[config.mk]
export PLATFORM = sky130hd
export DESIGN_NAME = uart_tx_fsm
export DESIGN_NICKNAME = d
export VERILOG_FILES = /design/src/rtl/uart_tx_fsm.sv
export SDC_FILE = /design/constraint.sdc
export NUM_CORES = 1
export LEC_CHECK = 0
export BUFFER_PORTS_ARGS = -buffer_cell sky130_fd_sc_hd__clkbuf_2
export CAP_MARGIN = 10
export CORE_ASPECT_RATIO = 0.8
export CORE_UTILIZATION = 42
export DETAILED_ROUTE_END_ITERATION = 16
export GPL_TIMING_DRIVEN = 0
export PLACE_DENSITY_LB_ADDON = 0.05
export SLEW_MARGIN = 10
export SYNTH_ARGS = -nofsm -noshare
export SYNTH_HDL_FRONTEND = slang
export SYNTH_SLANG_ARGS = --single-unit
[constraint.sdc]
create_clock -name clk_i -period 12.6 [get_ports clk_i]
set_clock_uncertainty 0.05 [all_clocks]
set_input_delay 0.63 -clock clk_i [delete_from_list [all_inputs] [get_ports clk_i]]
set_output_delay 0.63 -clock clk_i [all_outputs]
set_load 0.01 [all_outputs]
[src/rtl/uart_tx_fsm.sv]
// UART transmit engine: accepts one byte per valid/ready handshake and shifts out
// start, 8 data bits LSB-first, optional parity and 1-2 stop bits on a registered line.
module uart_tx_fsm #(
  parameter int CLK_DIV_W = 16
) (
  input  logic                 clk_i,
  input  logic                 rst_i,
  input  logic [CLK_DIV_W-1:0] clk_div_i,
  input  logic                 parity_en_i,
  input  logic                 parity_odd_i,
  input  logic                 stop_bits_i,
  input  logic [7:0]           data_i,
  input  logic                 data_valid_i,
  output logic                 data_ready_o,
  output logic                 tx_o,
  output logic                 busy_o,
  output logic                 done_o
);

  typedef enum logic [3:0] {
    IDLE       = 4'd0,
    START_BIT  = 4'd1,
    DATA_0     = 4'd2,
    DATA_1     = 4'd3,
    DATA_2     = 4'd4,
    DATA_3     = 4'd5,
    DATA_4     = 4'd6,
    DATA_5     = 4'd7,
    DATA_6     = 4'd8,
    DATA_7     = 4'd9,
    PARITY_BIT = 4'd10,
    STOP_1     = 4'd11,
    STOP_2     = 4'd12
  } state_e;

  localparam logic [CLK_DIV_W-1:0] DIV_ONE = CLK_DIV_W'(1);

  state_e               state_q, state_d;
  logic [CLK_DIV_W-1:0] cnt_q, cnt_d;
  logic [CLK_DIV_W-1:0] div_q, div_d;
  logic [7:0]           shift_q, shift_d;
  logic                 par_en_q, par_en_d;
  logic                 par_bit_q, par_bit_d;
  logic                 stop2_q, stop2_d;
  logic                 tx_q, tx_d;
  logic                 done_q, done_d;
  logic                 bit_end;

  // The current bit period ends on the last of its N cycles.
  assign bit_end = (cnt_q == (div_q - DIV_ONE));

  always_comb begin
    state_d   = state_q;
    cnt_d     = cnt_q;
    div_d     = div_q;
    shift_d   = shift_q;
    par_en_d  = par_en_q;
    par_bit_d = par_bit_q;
    stop2_d   = stop2_q;
    done_d    = 1'b0;
    tx_d      = 1'b1;

    case (state_q)
      IDLE: begin
        if (data_valid_i) begin
          state_d   = START_BIT;
          shift_d   = data_i;
          div_d     = (clk_div_i == '0) ? DIV_ONE : clk_div_i;
          par_en_d  = parity_en_i;
          par_bit_d = (^data_i) ^ parity_odd_i;
          stop2_d   = stop_bits_i;
        end
      end
      START_BIT: begin
        if (bit_end) state_d = DATA_0;
      end
      DATA_0, DATA_1, DATA_2, DATA_3, DATA_4, DATA_5, DATA_6: begin
        if (bit_end) begin
          state_d = state_e'(state_q + 4'd1);
          shift_d = {1'b0, shift_q[7:1]};
        end
      end
      DATA_7: begin
        if (bit_end) state_d = par_en_q ? PARITY_BIT : STOP_1;
      end
      PARITY_BIT: begin
        if (bit_end) state_d = STOP_1;
      end
      STOP_1: begin
        if (bit_end) begin
          state_d = stop2_q ? STOP_2 : IDLE;
          done_d  = ~stop2_q;
        end
      end
      STOP_2: begin
        if (bit_end) begin
          state_d = IDLE;
          done_d  = 1'b1;
        end
      end
      default: begin
        state_d = IDLE;
      end
    endcase

    // Counter restarts on every state change and only runs inside a frame.
    if (state_d != state_q || state_q == IDLE) begin
      cnt_d = '0;
    end else begin
      cnt_d = cnt_q + DIV_ONE;
    end

    // tx is registered from the state being entered so the line matches the current state.
    case (state_d)
      START_BIT: tx_d = 1'b0;
      DATA_0, DATA_1, DATA_2, DATA_3,
      DATA_4, DATA_5, DATA_6, DATA_7: tx_d = shift_d[0];
      PARITY_BIT: tx_d = par_bit_d;
      default: tx_d = 1'b1;
    endcase
  end

  always_ff @(posedge clk_i) begin
    if (rst_i) begin
      state_q   <= IDLE;
      cnt_q     <= '0;
      div_q     <= DIV_ONE;
      shift_q   <= '0;
      par_en_q  <= 1'b0;
      par_bit_q <= 1'b0;
      stop2_q   <= 1'b0;
      tx_q      <= 1'b1;
      done_q    <= 1'b0;
    end else begin
      state_q   <= state_d;
      cnt_q     <= cnt_d;
      div_q     <= div_d;
      shift_q   <= shift_d;
      par_en_q  <= par_en_d;
      par_bit_q <= par_bit_d;
      stop2_q   <= stop2_d;
      tx_q      <= tx_d;
      done_q    <= done_d;
    end
  end

  assign data_ready_o = (state_q == IDLE);
  assign busy_o       = (state_q != IDLE);
  assign tx_o         = tx_q;
  assign done_o       = done_q;

endmodule

Word level (Yosys, flattened, before mapping):

Cells that the tools add are included.
W data, S select, Z words.

* bits in registers: 49
* output and inout bits: 4
* word-level logic and storage cells: 72

* $add $sub $neg: 3
* equality and inequality tests: 26
* mux-type cells: 20
* bitwise operators: 2
* reductions and logical operators: 11

Operators by type and width (count)
* $eq A4 B3 Y1 const B: 8
* $eq A4 B4 Y1 const B: 8
* $mux W4: 8
* $pmux W4 S7: 1
* $add A16 B1 Y16 const B: 1
* $eq A16 B16 Y1: 1
* $eq A4 B2 Y1 const B: 4
* $logic_not A16 Y1: 1
* $mux W16: 1
* $mux W8: 2
* $pmux W8 S2: 1
* $sub A16 B1 Y16 const B: 1
* $eq A4 B1 Y1 const B: 2
* $reduce_or A8 Y1: 1
* $reduce_xor A8 Y1: 1
* $reduce_or A7 Y1: 1
* $mux W1: 5
* $add A4 B1 Y4 const B: 1
* $logic_not A4 Y1: 1
* $ne A2 B2 Y1 const B: 2
* $ne A4 B4 Y1: 1
* $reduce_bool A4 Y1: 1
* $pmux W1 S3: 1
* $reduce_and A3 Y1: 1
* 7 further kinds: 7

Logic depth before layout (Yosys ltp):

* word-level depth: 7
* gate-level depth with buffers: 19
* gate-level depth less buffers: 15

Worst setup path after synthesis:

OpenSTA, ideal clock, no wires.

* path kind: register to register
* from: reg div_q[0]
* to: reg cnt_q[9]
* library setup time: 62 ps
* arrival: 4668 ps
* data required time: 12488 ps
* setup slack: 7820 ps
* cell stages (with the launch flop): 17
* path buffers: 4
* clock period less this slack: 4780 ps
* path through: dfxtp_1 inv_1 ha_1 or4b_4 or3_1 a211o_1 a211o_1 or4_4 buf_6 clkbuf_1 ha_1 a221oi_1 o21ai_0 or4_1 buf_6 buf_12 nor2_4

* cells in the longest elaborated chain, start to end: 7
* elaborated cells between the ends (all ways): 12
* classes of those cells: add/sub: 1; eq/ne: 2; mux: 7; reduce/logical: 2

Ends and longest elaborated chain
* from (decl): line 40 `logic [CLK_DIV_W-1:0] div_q, div_d;`
* from (signal assigned): line 137 `div_q <= div_d;`
* $sub A16 B1 Y16 (*): line 50 `assign bit_end = (cnt_q == (div_q - DIV_ONE));`
* $eq A16 B16 Y1 (*): line 50
* $mux W4 (tied with other cells): line 96 `if (bit_end) begin`
* $pmux W4 S7 (*): line 63 `case (state_q)`
* $ne A4 B4 Y1 (*): line 107 `if (state_d != state_q || state_q == IDLE) begin`
* $logic_or A1 B1 Y1 (*): line 107
* $reduce_or A2 Y1 (no source line) (*)
* to (signal assigned): line 136 `cnt_q <= cnt_d;`
* to (decl): line 39 `logic [CLK_DIV_W-1:0] cnt_q, cnt_d;`

Every way passes the cells marked *; elsewhere a longest branch is shown, timed or not.
A chain may end at the register's enable or synchronous reset.

Worst setup path after layout:

* from: reg div_q[0]
* to: reg cnt_q[10]

The elaborated chain is that of the path after synthesis.

==> impl_metrics.csv <==
group,metric,value,unit
outcome,status,"finished clean",
synthesis,synth_cell_types,55,
synthesis,synth_seq_cells,49,
sta,tns,0,ps
sta,slew_headroom,26.7,%
setup_path,worstSetupPathType,"reg2reg",
sta,setup_viol,0,
pwr,switching_power,0.118,mW
synthesis,syn_inst,394,
global_route,gr-usage-all-layers,21.4,%
clocking,cts_max_level,2,
drt,via_count,2882,
synthesis,synth_top_area_share,31.2,%
clocking,cts_inserted_buffers,5,
layout,area_delta_synth_final,11.0,%
drt,drt_drc_violations_left,0,
synthesis,synth_area_leaders,"dfxtp_1 31%, xnor2_1 7.8%, nand2_1 5.7%, xor2_1 5.0%, nor2_1 4.8%",
pwr,seq_power_share,48.0,%
pwr,clkPwrFrac,25.9,%
setup_path,cp_data_required_time,12800,ps
drt,wl_per_cell,15.0,µm
synthesis,synth_edf_count,0,
sta,fin_crit_sh,44.0,%
floorplanning,die_w,98.7,µm
sta,slew_violations,0,
global_route,antenna_found_initial,0,
min_path,hold_path_class,"reg2reg",
synthesis,yosys_warnings,0,
sta,period_minus_slack,5540,ps
drt,avgViaCountPerCell,5.55,
placement,placed_area,3410,µm²
clocking,clockBufferDepth,2,
clocking,insertion_delay,310,ps
drt,drtIter0Drc,110,
sta,hold_viol,0,
synthesis,synth.largest_area_cell,"dfxtp_1",
global_route,grt_pass1_vias,2726,
clocking,cts-hold-fix-buffers,0,
synthesis,synth_area,3140,µm²
sta,holdWs,431,ps
setup_path,arrival,5740,ps
floorplanning,ios,34,
global_route,grt_pass1_wl,13300,µm
clocking,post_cts_resized,0,
drt,drtPass1Iterations,4,
run,maxCapViolCount,0,
pwr,switching_share,32.9,%
floorplanning,fp-row-count,27,
setup_path,crit_fanout,11,
placement,gp_congestion,0.860,
pwr,peakVddDrop,0.0491,mV
clocking,cts.sinks,49,
sta,tightest_slew,1090,ps
sta,rsz0062_at_grt,"no",
placement,hpwl,6060,µm
floorplanning,fp.dieH,79.4,µm
clocking,cts_tree,"built",
synthesis,synthFlopType,"dfxtp_1",
sta,max_freq,181,MHz
drt,routed_wl,7790,µm
synthesis,ys_seq_area_share,31.2,%
clocking,cts_root_buf,"clkbuf_8",
drt,ant_nets,0,
clocking,postCtsSetupBuffers,0,
pwr,powerDensity,103,nW/µm²
synthesis,synth_fp_nets,432,
placement,port_buffers,31,
layout,fin_nets,470,
global_route,grt_remaining_overflow,0,
synthesis,synthArstFlopShare,0,%
layout,post-route-util,49.4,%
pwr,p_int,0.242,mW
layout,drive_gt1_share,13.9,%
clocking,cts.clk_slew.worst_paths,90,ps
pwr,power.leakage,1.32,nW
floorplanning,core_area,7060,µm²
pwr,combPwrFrac,26.1,%
setup_path,cp-end-kind,"register",
floorplanning,start_util,44.5,%
global_route,grt_max_degree,16,
layout,fin_area,3490,µm²
synthesis,avgSynthCellArea,7.98,µm²
layout,antenna_cells,0,
floorplanning,die_area,7840,µm²
setup_path,critical_path.startpoint_type,"register",
-- per-stage QoR --
step                power, mW  setup WS, ps  cells
floorplan               0.244          7820    394
detailed placement      0.270          7110    512
finish                  0.360          7060    519
CTS                     0.363          7070    519
global route            0.383          6650    519
global placement        0.268          7180    512
-- state kept, by name (all words and copies together), names as in the netlist --
name,count
cnt_q,16
div_q,16
done_o,1
par_bit_q,1
par_en_q,1
shift_q,8
state_q,4
stop2_q,1
tx_o,1
-- power groups by stage --
stage          combinational (mW)  sequential [mW]  clock, mW
2_1_floorplan              0.0701            0.174          0
3_3_place_gp               0.0921            0.176          0
3_5_place_dp               0.0936            0.176          0
4_1_cts                    0.0941            0.173     0.0959
5_1_grt                     0.107            0.174      0.103
6_report                   0.0941            0.173     0.0933
-- final cells by class --
| class | count | area, µm² |
|---|---|---|
| Sequential cell | 49 | 981 |
| Multi-Input combinational cell | 311 | 1990 |
| Inverter | 12 | 45.0 |
| Clock inverter | 2 | 13.8 |
| Buffer | 22 | 124 |
| Fill cell | 735 | 3570 |
| Tap cell | 87 | 109 |
| Clock buffer | 5 | 68.8 |
| Timing Repair Buffer | 31 | 155 |
-- layout by cell type, fill, tap and decap left out, types with 3 or more instances in the layout --
| cell type | Yosys | layout |
|---|---|---|
| xnor2_1 | 28 | 28 |
| xor2_1 | 18 | 18 |
| nand3_1 | 16 | 16 |
| nor4_1 | 6 | 6 |
| dfxtp_1 | 49 | 49 |
| or4_1 | 6 | 6 |
| inv_1 | 11 | 11 |
| a211oi_1 | 3 | 3 |
| clkbuf_8 | 0 | 5 |
| nor2b_1 | 7 | 7 |
| a21oi_1 | 22 | 22 |
| clkbuf_2 | 0 | 31 |
| mux2i_1 | 3 | 3 |
| clkbuf_1 | 15 | 15 |
| nor2_1 | 40 | 40 |
| buf_6 | 3 | 3 |
| a2111oi_0 | 5 | 5 |
| o21ai_0 | 18 | 18 |
| or3_1 | 4 | 4 |
| a311oi_1 | 6 | 6 |
| ha_1 | 8 | 8 |
| nor3_1 | 7 | 7 |
| a211o_1 | 4 | 4 |
| nand2_1 | 48 | 48 |
| nand4_1 | 4 | 4 |
| and3_1 | 7 | 7 |
| nor2_4 | 8 | 8 |
| o31ai_1 | 4 | 4 |
| nand2b_1 | 3 | 3 |
| a31oi_1 | 5 | 5 |
-- worst paths after layout --
path | slack [ps] | from | depth (start not counted) | end
setup / recovery | 7060 | div_q[0]$_SDFFE_PP1P_ | 16 | cnt_q[10]$_SDFF_PP0_
hold / removal | 430 | div_q[15]$_SDFFE_PP0P_ | 2 | div_q[15]$_SDFFE_PP0P_
setup reg to reg | 7060 | div_q[0]$_SDFFE_PP1P_ | 16 | cnt_q[10]$_SDFF_PP0_
hold reg to reg | 430 | div_q[15]$_SDFFE_PP0P_ | 2 | div_q[15]$_SDFFE_PP0P_
-- cells in the mapped netlist, types with 3 or more instances --
| master | n |
|---|---|
| a211o_1 | 4 |
| nor2b_1 | 7 |
| inv_1 | 11 |
| a21oi_1 | 22 |
| nor3_1 | 7 |
| nor2_1 | 40 |
| a311oi_1 | 6 |
| a2111oi_0 | 5 |
| o21ai_0 | 18 |
| or4_1 | 6 |
| a211oi_1 | 3 |
| or3_1 | 4 |
| xnor2_1 | 28 |
| nand2_1 | 48 |
| nand4_1 | 4 |
| ha_1 | 8 |
| dfxtp_1 | 49 |
| mux2i_1 | 3 |
| a31oi_1 | 5 |
| nand3_1 | 16 |
| o31ai_1 | 4 |
| buf_6 | 3 |
| xor2_1 | 18 |
| nor4_1 | 6 |
| nor2_4 | 8 |
| nand2b_1 | 3 |
| clkbuf_1 | 15 |
| and3_1 | 7 |
-- metal layers --
metal | track usage [%] | share of wire (%) | routed length [µm]
met5 | 0 | 0 | 0
met4 | 4.78 | 0.71 | 55
met3 | 3.50 | 4.2 | 327
met2 | 31.5 | 40 | 3120
met1 | 32.4 | 55 | 4280
-- worst max-delay path, stage by stage (launching register included) --
cell	delay, ps
dfxtp_1	400
inv_1	90
ha_1	280
or4b_4	540
or3_1	390
a211o_1	280
a211o_1	320
or4_4	510
buf_6	150
clkbuf_1	240
ha_1	350
a221oi_1	760
o21ai_0	140
or4_1	570
buf_6	160
buf_12	150
nor2_4	90
-- kinds of logic (layout without fill, tap and decap cells) --
group / after synthesis / in the layout / synth area share (%)
compound gates: 84 / 84 / 18.0
xor+xnor: 46 / 46 / 12.8
fa+ha+maj: 8 / 8 / 3.18
buf+inv: 34 / 72 / 5.37
flops: 49 / 49 / 31.2
mux: 4 / 4 / 1.31
simple gates: 169 / 169 / 28.1
Note: power is estimated with default switching activity, not from simulation.
